`config.mk`:
```
export PLATFORM = sky130hd
export DESIGN_NAME = fifo_wptr_full
export DESIGN_NICKNAME = d
export VERILOG_FILES = /design/src/rtl/fifo_pkg.sv /design/src/rtl/fifo_sync_2ff.sv /design/src/rtl/fifo_wptr_full.sv
export SDC_FILE = /design/constraint.sdc
export NUM_CORES = 1
export LEC_CHECK = 0
export CAP_MARGIN = 20
export CORE_MARGIN = 4
export CORE_UTILIZATION = 40
export DETAILED_ROUTE_END_ITERATION = 6
export GPL_TIMING_DRIVEN = 1
export PLACE_DENSITY = 0.67
export SETUP_SLACK_MARGIN = 0.05
export SYNTH_ARGS = -nofsm -noshare
export SYNTH_HDL_FRONTEND = slang
export SYNTH_SLANG_ARGS = --single-unit
```
`constraint.sdc`:
```
create_clock -name WCLK -period 4.55 [get_ports WCLK]
set_input_delay 0.91 -clock WCLK [delete_from_list [all_inputs] [get_ports WCLK]]
set_output_delay 0.91 -clock WCLK [all_outputs]
set_load 0.01 [all_outputs]
```
`src/rtl/fifo_pkg.sv`:
```
// Shared FIFO definitions for the write-pointer/full and read-pointer/empty blocks:
// default depth, address-width helper and Gray conversion functions.
package fifo_pkg;

    localparam int DEFAULT_DEPTH = 16;
    localparam int GRAY_MAX_W    = 32;

    typedef logic [GRAY_MAX_W-1:0] gray_word_t;

    function automatic int ptr_addr_width(input int depth);
        return $clog2(depth);
    endfunction

    // Callers zero-extend narrower pointers in and truncate the result back.
    function automatic gray_word_t bin2gray(input gray_word_t b);
        return b ^ (b >> 1);
    endfunction

    function automatic gray_word_t gray2bin(input gray_word_t g);
        gray_word_t b;
        b[GRAY_MAX_W-1] = g[GRAY_MAX_W-1];
        for (int i = GRAY_MAX_W - 2; i >= 0; i--) begin
            b[i] = b[i+1] ^ g[i];
        end
        return b;
    endfunction

endpackage

```
`src/rtl/fifo_sync_2ff.sv`:
```
// Two-flop synchronizer for a Gray-coded pointer entering the local clock domain.
// Shared by the write-side and read-side pointer blocks.
module fifo_sync_2ff #(
    parameter int WIDTH = 1
) (
    input  logic             WCLK,
    input  logic             WRST,
    input  logic [WIDTH-1:0] d,
    output logic [WIDTH-1:0] q
);

    logic [WIDTH-1:0] stage1;

    always_ff @(posedge WCLK or negedge WRST) begin
        if (!WRST) begin
            stage1 <= '0;
            q      <= '0;
        end else begin
            stage1 <= d;
            q      <= stage1;
        end
    end

endmodule

```
`src/rtl/fifo_wptr_full.sv`:
```
// Write-side pointer of an async FIFO: binary/Gray write pointer, registered full,
// almost-full and occupancy flags, and a sticky overflow flag.
module fifo_wptr_full
    import fifo_pkg::*;
#(
    parameter  int DEPTH    = DEFAULT_DEPTH,
    parameter  int AF_LEVEL = DEPTH - 2,
    localparam int AW       = ptr_addr_width(DEPTH),
    localparam int PW       = AW + 1
) (
    input  logic          WCLK,
    input  logic          WRST,
    input  logic          winc,
    input  logic [AW:0]   rq_ptr,
    output logic          wclk_en,
    output logic [AW-1:0] waddr,
    output logic [AW:0]   wptr,
    output logic          wfull,
    output logic          walmost_full,
    output logic [AW:0]   wlevel,
    output logic          woverflow
);

    logic [AW:0] rq2;
    logic [AW:0] wbin;
    logic [AW:0] wbin_next;
    logic [AW:0] wgray_next;
    logic [AW:0] rbin_sync;
    logic [AW:0] level_next;
    logic        full_next;
    logic        af_next;

    // The read pointer is only ever seen through the synchronizer.
    fifo_sync_2ff #(.WIDTH(PW)) u_rq_sync (
        .WCLK (WCLK),
        .WRST (WRST),
        .d    (rq_ptr),
        .q    (rq2)
    );

    assign wclk_en = winc & ~wfull;
    assign waddr   = wbin[AW-1:0];

    always_comb begin
        wbin_next  = wbin + {{AW{1'b0}}, wclk_en};
        wgray_next = PW'(bin2gray(gray_word_t'(wbin_next)));
        rbin_sync  = PW'(gray2bin(gray_word_t'(rq2)));
        // Full: same address, opposite wrap parity -> Gray top two bits inverted.
        full_next  = (wgray_next == {~rq2[AW:AW-1], rq2[AW-2:0]});
        level_next = wbin_next - rbin_sync;
        af_next    = full_next | (int'(level_next) >= AF_LEVEL);
    end

    always_ff @(posedge WCLK or negedge WRST) begin
        if (!WRST) begin
            wbin         <= '0;
            wptr         <= '0;
            wfull        <= 1'b0;
            walmost_full <= 1'b0;
            wlevel       <= '0;
            woverflow    <= 1'b0;
        end else begin
            wbin         <= wbin_next;
            wptr         <= wgray_next;
            wfull        <= full_next;
            walmost_full <= af_next;
            wlevel       <= level_next;
            woverflow    <= woverflow | (winc & wfull);
        end
    end

endmodule

```
==> results of run 1 <==
final cells by class:
cell class	count	area, sq um
inverter	8	30.0
timing repair buffer	26	258
multi-input combinational	49	487
fill	234	1290
sequential	27	676
clock buffer	4	26.3
tap	31	38.8
synthesized netlist by cell type:
library cell	number	area share
a211oi_2	1	0.010
a21o_1	3	0.019
a21oi_1	3	0.012
a2bb2oi_1	1	0.0073
a311o_1	1	0.0083
and2b_1	1	0.0062
and4_4	1	0.0094
and4b_1	1	0.0083
buf_2	1	0.0042
clkbuf_2	1	0.0042
dfrtp_1	27	0.56
fa_1	1	0.017
ha_1	6	0.062
inv_1	8	0.025
nand2_1	1	0.0031
nand3_1	1	0.0042
nand4_1	1	0.0052
nor2_1	1	0.0031
nor2b_1	2	0.010
o211ai_1	1	0.0062
xnor2_1	15	0.11
xnor2_2	1	0.014
xnor2_4	1	0.023
xnor3_1	2	0.037
xor2_1	4	0.029
where the power goes:
part / internal, mW / total [mW] / switching [mW]
combinational: 0.408 / 0.729 / 0.320
sequential: 0.331 / 0.391 / 0.0604
clock: 0.0342 / 0.0987 / 0.0644
total: 0.774 / 1.22 / 0.445
per-layer routing:
metal	part of all wire	GRT usage	up-vias
met5	0	0	-
met1	0.45	0.132	324
met4	0.028	0.0661	0
met2	0.47	0.164	20
met3	0.053	0.0252	4
li1	-	-	336
cells in the final DEF, fill, tap and decap left out:
cell / synthesis / routed
clkdlybuf4s50_1: 0 / 25
nand3_1: 1 / 1
clkbuf_4: 0 / 3
a21oi_1: 3 / 3
and4b_1: 1 / 1
and4_4: 1 / 1
nand4_1: 1 / 1
clkbuf_1: 0 / 1
xnor2_1: 15 / 15
dfrtp_1: 27 / 27
inv_1: 8 / 8
nor2b_1: 2 / 2
fa_1: 1 / 1
xnor2_4: 1 / 1
a2bb2oi_1: 1 / 1
o211ai_1: 1 / 1
xnor2_2: 1 / 1
nor2_1: 1 / 1
nand2_1: 1 / 1
a21o_1: 3 / 3
and2b_1: 1 / 1
xor2_1: 4 / 4
a311o_1: 1 / 1
ha_1: 6 / 6
xnor3_1: 2 / 2
buf_4: 0 / 1
a211oi_2: 1 / 1
logic make-up after synthesis:
logic type | count (synthesis) | synth area share
AOI/OAI and AO/OA | 10 | 0.0635
adders and majority gates | 7 | 0.0791
xor gates and xnor gates | 23 | 0.212
buffers and inverters | 10 | 0.0333
DFF | 27 | 0.562
and+or+nand+nor | 9 | 0.0499
critical path: stages:
cell	delay, ps
clkdlybuf4s50_1	470
nor2b_1	240
ha_1	320
nand2_1	100
xor2_1	350
inv_1	110
ha_1	350
a21o_1	170
a21oi_1	170
xnor2_1	110
a311o_1	270
worst paths after layout:
check                      depth (start not counted)  slack [ps]              to
setup / recovery                                  11        1190    walmost_full
hold / removal                                     0         360  u_rq_sync.q[1]
setup reg to reg                                  11        1790    walmost_full
hold reg to reg                                    0         360  u_rq_sync.q[1]
max in group asynchronous                          2        2860  u_rq_sync.q[1]
min in group asynchronous                          1        1060       woverflow
sequential cells by signal, summed over array words and instances, names as in the netlist:
signal	count
u_rq_sync.q	5
wlevel	5
u_rq_sync.stage1	5
wfull	1
walmost_full	1
wptr	4
wbin	5
woverflow	1
through the flow:
step,util,cells,worst slack (ps)
CTS,0.540,145,1220
finish,0.540,145,1190
detailed placement,0.531,141,878
floorplan,-,86,1520
global route,0.540,145,975
global placement,0.531,141,914
==> metrics.md, run 1 <==
| Metric | Value |
|---|---|
| Ant. Diodes | `0` |
| Total gr overflow | `0` |
| Number of buffers created by CTS | `3` |
| Fin Setup TNS | `0 ps` |
| CTS tree | `done` |
| Nets | `130` |
| Worst-Skew Late Latency | `310 ps` |
| Global-route wire length before repair | `3.19 mm` |
| Maximum buffer depth of the clock tree | `2` |
| Hold bufs inserted after CTS | `0` |
| Wirelength per Cell | `13.3 um` |
| DRT iter0 DRCs | `12` |
| Seq/Total Area, Yosys | `0.562` |
| Max Clock Freq | `0.298 GHz` |
| Max-Cap Viols | `0` |
| Placer Congestion | `0.732` |
| Slew Viols, Final | `0` |
| Die X | `62.8 um` |
| Worst setup startpoint | `winc` |
| Vias | `684` |
| Final setup viols | `0` |
| Pwr Total | `1.22 mW` |
| Post-synthesis net count | `101` |
| Worst Path Class, Setup | `in2reg` |
| Final WL | `1.92 mm` |
| IO Pins | `26` |
| Avg Inst Size Synth | `14.0 sq um` |
| Sink Count | `27` |
| Post-layout min period | `3360 ps` |
| Worst Path Required | `4770 ps` |
| FF+latch count, synth | `27` |
| Max-slew headroom | `0.436` |
| WHS | `364 ps` |
| Share of cells above drive strength 1 | `0.0702` |
| Starting density of the core | `0.429` |
| R2R Path Start | `u_rq_sync.q[4]` |
| Pwr dens | `804 nW/um^2` |
| Final instance area | `1520 sq um` |
| Cts repair resizes | `0` |
| Actual slew at the worst max-slew pin | `843 ps` |
| Initial antenna violation count | `0` |
| Die Y | `62.8 um` |
| Post-CTS Setup Bufs | `0` |
| Area after DPL | `1490 sq um` |
| Core ar. | `2810 sq um` |
| Fin. Hold Viols | `0` |
| Vias in the first global route | `692` |
| HP Start | `u_rq_sync.stage1[1]` |
| # port buffers | `25` |
| Crit. End Element | `flop` |
| Status | `completed` |
| CTS root buf | `clkbuf_4` |
| HP Class | `reg2reg` |
| Largest net degree at the start of global routing | `21` |
| Die ar. | `3950 sq um` |
| Clock slew seen by the registers of the worst setup and hold paths | `130 ps` |
| Yosys cell types | `25` |
| LEAKAGE | `0.682 nW` |
| Hpwl dp | `1.52 mm` |
| Max IR drop VDD | `0.299 mV` |
| Startpoint Class | `input pin` |
| Mapped cell area | `1200 sq um` |
| Post-route antenna net violation count | `0` |
| Crit-path max FO | `7` |
| Vias per cell | `4.72` |
| Clock Skew | `2.22 ps` |
| Synthesis-to-finish area growth | `26.0%` |
| Crit path DAT | `3570 ps` |
| Tot GR Track Use | `0.106` |
| 1st-pass router iterations | `4` |
| Synth warnings | `0` |
| Mapped Cells | `86` |
| FP Rows | `19` |
| RSZ-0062 raised after global routing | `no` |
| DRC violation count after routing | `0` |
| H-Tree Depth | `1` |
| Final period utilization | `0.738` |
Power figures use the tool's default switching activity.
==> run 2, diff against run 1 <==
--- a/config.mk
+++ b/config.mk
@@ -10,7 +10,7 @@
 export CORE_UTILIZATION = 40
 export DETAILED_ROUTE_END_ITERATION = 6
 export GPL_TIMING_DRIVEN = 1
-export PLACE_DENSITY = 0.67
+export PLACE_DENSITY = 0.7
 export SETUP_SLACK_MARGIN = 0.05
 export SYNTH_ARGS = -nofsm -noshare
 export SYNTH_HDL_FRONTEND = slang
==> constraint.sdc (replaced) <==
create_clock -name WCLK -period 2.72 [get_ports WCLK]
set_input_delay 0.544 -clock WCLK [delete_from_list [all_inputs] [get_ports WCLK]]
set_output_delay 0.544 -clock WCLK [all_outputs]
set_load 0.01 [all_outputs]
==> run 2 against run 1 <==
Effect of this change: non-clock buffer count up 19; worst hold slack about the same; first-iteration DRC count shrank 58%; via count rose by 12%; cell area up 14%; worst setup slack lost 1100 ps; combinational power increased by 120%; clock-buffer cell count down 1; global-route usage increased by 1.4 points; register-to-register slack worse by 1700 ps; cell count rose by 13%.
==> metrics.md, run 2 (synthesis results as in run 1) <==
| Metric | Value |
|---|---|
| Status | `completed` |
| Die Y | `62.8 um` |
| Pwr Total | `2.43 mW` |
| Worst-Skew Late Latency | `320 ps` |
| Total gr overflow | `0` |
| Actual slew at the worst max-slew pin | `332 ps` |
| CP Depth | `12` |
| Max IR drop VDD | `0.798 mV` |
| WP buf/inv | `4` |
| Starting density of the core | `0.429` |
| Startpoint Class | `flop` |
| Slew Viols, Final | `0` |
| Pwr dens | `1400 nW/um^2` |
| Core ar. | `2810 sq um` |
| 1st-pass router iterations | `4` |
| # port buffers | `25` |
| Clock Skew | `2.10 ps` |
| Die X | `62.8 um` |
| Fin cells | `164` |
| Final WL | `2.22 mm` |
| Final setup viols | `0` |
| Post-Place Cells | `156` |
| Crit-path max FO | `2` |
| CP peak stage delay | `440 ps` |
| Nets | `149` |
| Crit. End Element | `flop` |
| Hpwl dp | `1.60 mm` |
| Synthesis-to-finish area growth | `43.9%` |
| FILL cells | `223` |
| Fin Setup TNS | `0 ps` |
| Vias per cell | `4.65` |
| Setup WS pre-CTS | `-336 ps` |
| Max-Cap Viols | `0` |
| Worst reg2reg endpoint | `walmost_full` |
| H-Tree Depth | `1` |
| Sink Count | `27` |
| LEAKAGE | `0.783 nW` |
| Worst Path Class, Setup | `reg2reg` |
| Largest net degree at the start of global routing | `28` |
| Ant. Diodes | `0` |
| Max Clock Freq | `0.387 GHz` |
| CP max stage cell | `dfrtp_1` |
| Share of cells above drive strength 1 | `0.278` |
| Post-layout min period | `2580 ps` |
| Worst setup startpoint | `u_rq_sync.q[3]` |
| Initial antenna violation count | `0` |
| Crit-path cells | `xnor2_2 > xor2_2 > xor2_1 > buf_4 > buf_4 > inv_1 > fa_2 > inv_1 > a21o_1 > a21oi_2 > xnor2_1 > a311o_1` |
| Commonest non-fill, non-tap cell in the layout | `dfrtp_1` |
| CTS root buf | `clkbuf_4` |
| HP Class | `reg2reg` |
| Crit-path leading delay family | `XOR/XNOR gates` |
| Max-slew headroom | `0.779` |
| Global-route wire length before repair | `3.77 mm` |
| IO Pins | `26` |
| Maximum buffer depth of the clock tree | `2` |
| Setup ws final | `138 ps` |
| Most frequent cells in the layout | `dfrtp_1 (27), clkdlybuf4s50_1 (25), buf_4 (20), xnor2_1 (14), inv_1 (8)` |
| Clock slew seen by the registers of the worst setup and hold paths | `140 ps` |
| Reg2Reg Depth | `12` |
| Final period utilization | `0.949` |
| Critical Path Sink | `walmost_full` |
| Number of buffers created by CTS | `3` |
| Post-route antenna net violation count | `0` |
| FP Rows | `19` |
| Placer Congestion | `0.778` |
| CTS tree | `done` |
| Wirelength per Cell | `13.5 um` |
| Worst Path Required | `2940 ps` |
| DRC violation count after routing | `0` |
| Vias in the first global route | `816` |
| Reg2Reg Setup Slack | `140 ps` |
| Hold bufs inserted after CTS | `0` |
| Fin. Hold Viols | `0` |
| Crit path DAT | `2800 ps` |
| Vias | `763` |
| R2R Path Start | `u_rq_sync.q[3]` |
| Die ar. | `3950 sq um` |
| DRT iter0 DRCs | `5` |
| Tot GR Track Use | `0.120` |
run 2: what timing repair did:
item / in CTS / in global routing
gates resized for setup: 4 / 8
pin swaps: 1 / 3
setup buffers: 0 / 4
hold endpoints to repair: 0 / 0
endpoints found under the setup margin: 1 / 2
run 2: report_power, final:
| part | switching, mW | internal, mW | total (mW) | leakage [nW] |
|---|---|---|---|---|
| clock network | 0.115 | 0.0562 | 0.171 | 0.0139 |
| registers | 0.122 | 0.554 | 0.675 | 0.317 |
| logic | 0.626 | 0.956 | 1.58 | 0.452 |
| total | 0.862 | 1.57 | 2.43 | 0.783 |
run 2: final cells by class:
cell class / count / area (sq um) / share of cell area
clock buffers: 3 / 22.5 / 0.0130
clock inverters: 1 / 7.51 / 0.00434
inverters: 8 / 30.0 / 0.0174
multi-input cells: 49 / 556 / 0.321
flip-flops and latches: 27 / 676 / 0.390
well taps: 31 / 38.8 / 0.0224
repair buffers: 45 / 400 / 0.231
run 2: stage by stage:
stage / area [sq um] / hold slack (ps) / utilization
2_1_floorplan: 1200 / 248 / -
3_3_place_gp: 1600 / 332 / 0.571
3_5_place_dp: 1600 / 335 / 0.571
4_1_cts: 1650 / 366 / 0.587
5_1_grt: 1730 / 374 / 0.617
6_report: 1730 / 364 / 0.617
run 2: routing by layer:
metal / GRT usage / share of wire / wire length (um)
met2: 0.208 / 0.50 / 1100
met4: 0.0165 / 0.014 / 31
met5: 0 / 0 / 0
met3: 0.0450 / 0.057 / 127
met1: 0.145 / 0.43 / 958
run 2: worst min path at each step:
stage,start,end,slack [ps],cells after the start
after floorplan,WRST,u_rq_sync.q[0],250,0
after global placement,u_rq_sync.stage1[3],u_rq_sync.q[3],330,0
after CTS,u_rq_sync.stage1[0],u_rq_sync.q[0],370,0
after global routing,u_rq_sync.stage1[2],u_rq_sync.q[2],370,0
final,u_rq_sync.stage1[4],u_rq_sync.q[4],360,0
after detailed placement,u_rq_sync.stage1[0],u_rq_sync.q[0],330,0
==> run 3, diff against run 2 <==
--- a/config.mk
+++ b/config.mk
@@ -9,8 +9,8 @@
 export CORE_MARGIN = 4
 export CORE_UTILIZATION = 40
 export DETAILED_ROUTE_END_ITERATION = 6
+export DONT_BUFFER_PORTS = 1
 export GPL_TIMING_DRIVEN = 1
-export PLACE_DENSITY = 0.7
 export SETUP_SLACK_MARGIN = 0.05
 export SYNTH_ARGS = -nofsm -noshare
 export SYNTH_HDL_FRONTEND = slang
==> run 3 against run 2 <==
Effect of this change: via count shrank 17%; cell area shrank 19%; fmax grew 2.3%; die area is the same; power shrank 22%; clock-buffer cell count is the same; sequential cell count is the same; largest power group unchanged; worst hold slack lost 140 ps; core utilization shrank 12 points; first-iteration DRC count grew to 4.0 times the previous value; clock power grew 2%; worst setup slack gained 57 ps.
==> metrics.md, run 3 (synthesis results as in run 1) <==
| Metric | Value |
|---|---|
| Maximum buffer depth of the clock tree | `2` |
| Worst Path Required | `2950 ps` |
| Max-Cap Viols | `0` |
| 1st-pass router iterations | `2` |
| Vias per cell | `4.86` |
| Clock slew seen by the registers of the worst setup and hold paths | `140 ps` |
| Final instance area | `1390 sq um` |
| Crit. End Element | `flop` |
| Die Y | `62.8 um` |
| WHS | `224 ps` |
| Pwr Total | `1.90 mW` |
| Crit path DAT | `2760 ps` |
| Status | `completed` |
| # port buffers | `0` |
| Tot GR Track Use | `0.107` |
| DRC violation count after routing | `0` |
| Worst Path Class, Setup | `reg2reg` |
| Die ar. | `3950 sq um` |
| Finished Core Util | `0.497` |
| Area after DPL | `1280 sq um` |
| Vias in the first global route | `667` |
| Total gr overflow | `0` |
| Post-route antenna net violation count | `0` |
| CTS tree | `done` |
| CTS root buf | `clkbuf_4` |
| Hpwl dp | `1.40 mm` |
| Sink Count | `27` |
| Number of buffers created by CTS | `3` |
| Startpoint Class | `flop` |
| Starting density of the core | `0.429` |
| Clock Skew | `0.909 ps` |
| HP Class | `in2reg` |
| Pwr dens | `1360 nW/um^2` |
| IO Pins | `26` |
| Final WL | `1.88 mm` |
| FILL cells | `243` |
| Crit-path max FO | `2` |
| Die X | `62.8 um` |
| Worst-Skew Late Latency | `330 ps` |
| DRT iter0 DRCs | `20` |
| Vias | `637` |
| Max Clock Freq | `0.396 GHz` |
| Fin. Hold Viols | `0` |
| Wirelength per Cell | `14.3 um` |
| Initial antenna violation count | `0` |
| Final setup viols | `0` |
| Share of cells above drive strength 1 | `0.240` |
| Final period utilization | `0.928` |
| Placer Congestion | `0.694` |
| FP Rows | `19` |
| Nets | `116` |
| R2R Path Start | `u_rq_sync.q[3]` |
| Max-slew headroom | `0.752` |
| Reg2Reg Setup Slack | `200 ps` |
| Most frequent cells in the layout | `dfrtp_1 (27), xnor2_1 (14), buf_4 (10), inv_1 (8), ha_1 (5)` |
| LEAKAGE | `0.647 nW` |
| Commonest non-fill, non-tap cell in the layout | `dfrtp_1` |
| H-Tree Depth | `1` |
| Core ar. | `2810 sq um` |
| Synthesis-to-finish area growth | `15.9%` |
| Largest net degree at the start of global routing | `28` |
| Worst setup startpoint | `u_rq_sync.q[3]` |
| Global-route wire length before repair | `3.30 mm` |
| HP Start | `rq_ptr[0]` |
| Ant. Diodes | `0` |
| Post-layout min period | `2520 ps` |
| Max IR drop VDD | `0.681 mV` |
| Actual slew at the worst max-slew pin | `372 ps` |
| RSZ-0062 raised after global routing | `no` |
| Slew Viols, Final | `0` |
==> run 3: cell count changes in the layout (fill, tap and decap cells not counted), moves of 3 or more <==
| cell | change |
|---|---|
| buf_4 | -10 |
| clkdlybuf4s50_1 | -25 |
| ha_4 | -3 |
| ha_1 | +3 |
==> run 3: report_power, final <==
group / internal [mW] / total (mW) / switching (mW)
Clock: 0.0563 / 0.175 / 0.118
Sequential: 0.555 / 0.742 / 0.187
Combinational: 0.540 / 0.985 / 0.445
Total: 1.15 / 1.90 / 0.751
==> run 3: worst max-delay path: stages, from the launching register on <==
cell     delay (ps)
dfrtp_1         440
xnor2_2         250
xor2_2          230
xor2_2          200
xnor2_1         140
ha_1            210
fa_2            220
inv_1            40
a21o_1          160
a21oi_1         160
xnor2_1         110
a311o_1         280
==> run 3: metal layers <==
layer / up-vias / routed length [um] / GRT usage
met3: 2 / 166 / 0.0558
met4: 0 / 2 / 0.0248
met5: - / 0 / 0
met1: 307 / 817 / 0.136
met2: 22 / 889 / 0.162
li1: 306 / - / -
==> run 3: metrics by stage <==
step	TNS (ps)	worst slack, ps	instances
finish	0	195	131
global route	0	45.9	131
CTS	0	56.0	127
detailed placement	-30.7	-30.7	121
global placement	0	48.4	121
floorplan	0	57.4	86
==> run 3: cell type report <==
type	instances	area (sq um)	share of cell area
clock buffers	3	22.5	0.0162
well taps	31	38.8	0.0278
inverters	8	30.0	0.0215
clock inverters	1	7.51	0.00539
flip-flops and latches	27	676	0.485
multi-input cells	49	514	0.369
repair buffers	12	105	0.0754
==> run 3: final timing paths <==
kind / end / depth (start not counted)
setup / recovery: walmost_full / 11
hold / removal: u_rq_sync.stage1[0] / 0
setup reg to reg: walmost_full / 11
hold reg to reg: u_rq_sync.q[4] / 0
max in group asynchronous: u_rq_sync.stage1[4] / 2
min in group asynchronous: wbin[1] / 2
==> run 3: repair_timing <==
| item | 4_1_cts | 5_1_grt |
|---|---|---|
| endpoints found under the setup margin | 1 | 1 |
| setup buffers | 1 | 3 |
| hold endpoints to repair | 27 | 27 |
| resized for setup | 1 | 4 |
| hold buffers | 1 | 1 |
| pin swaps | 1 | 3 |
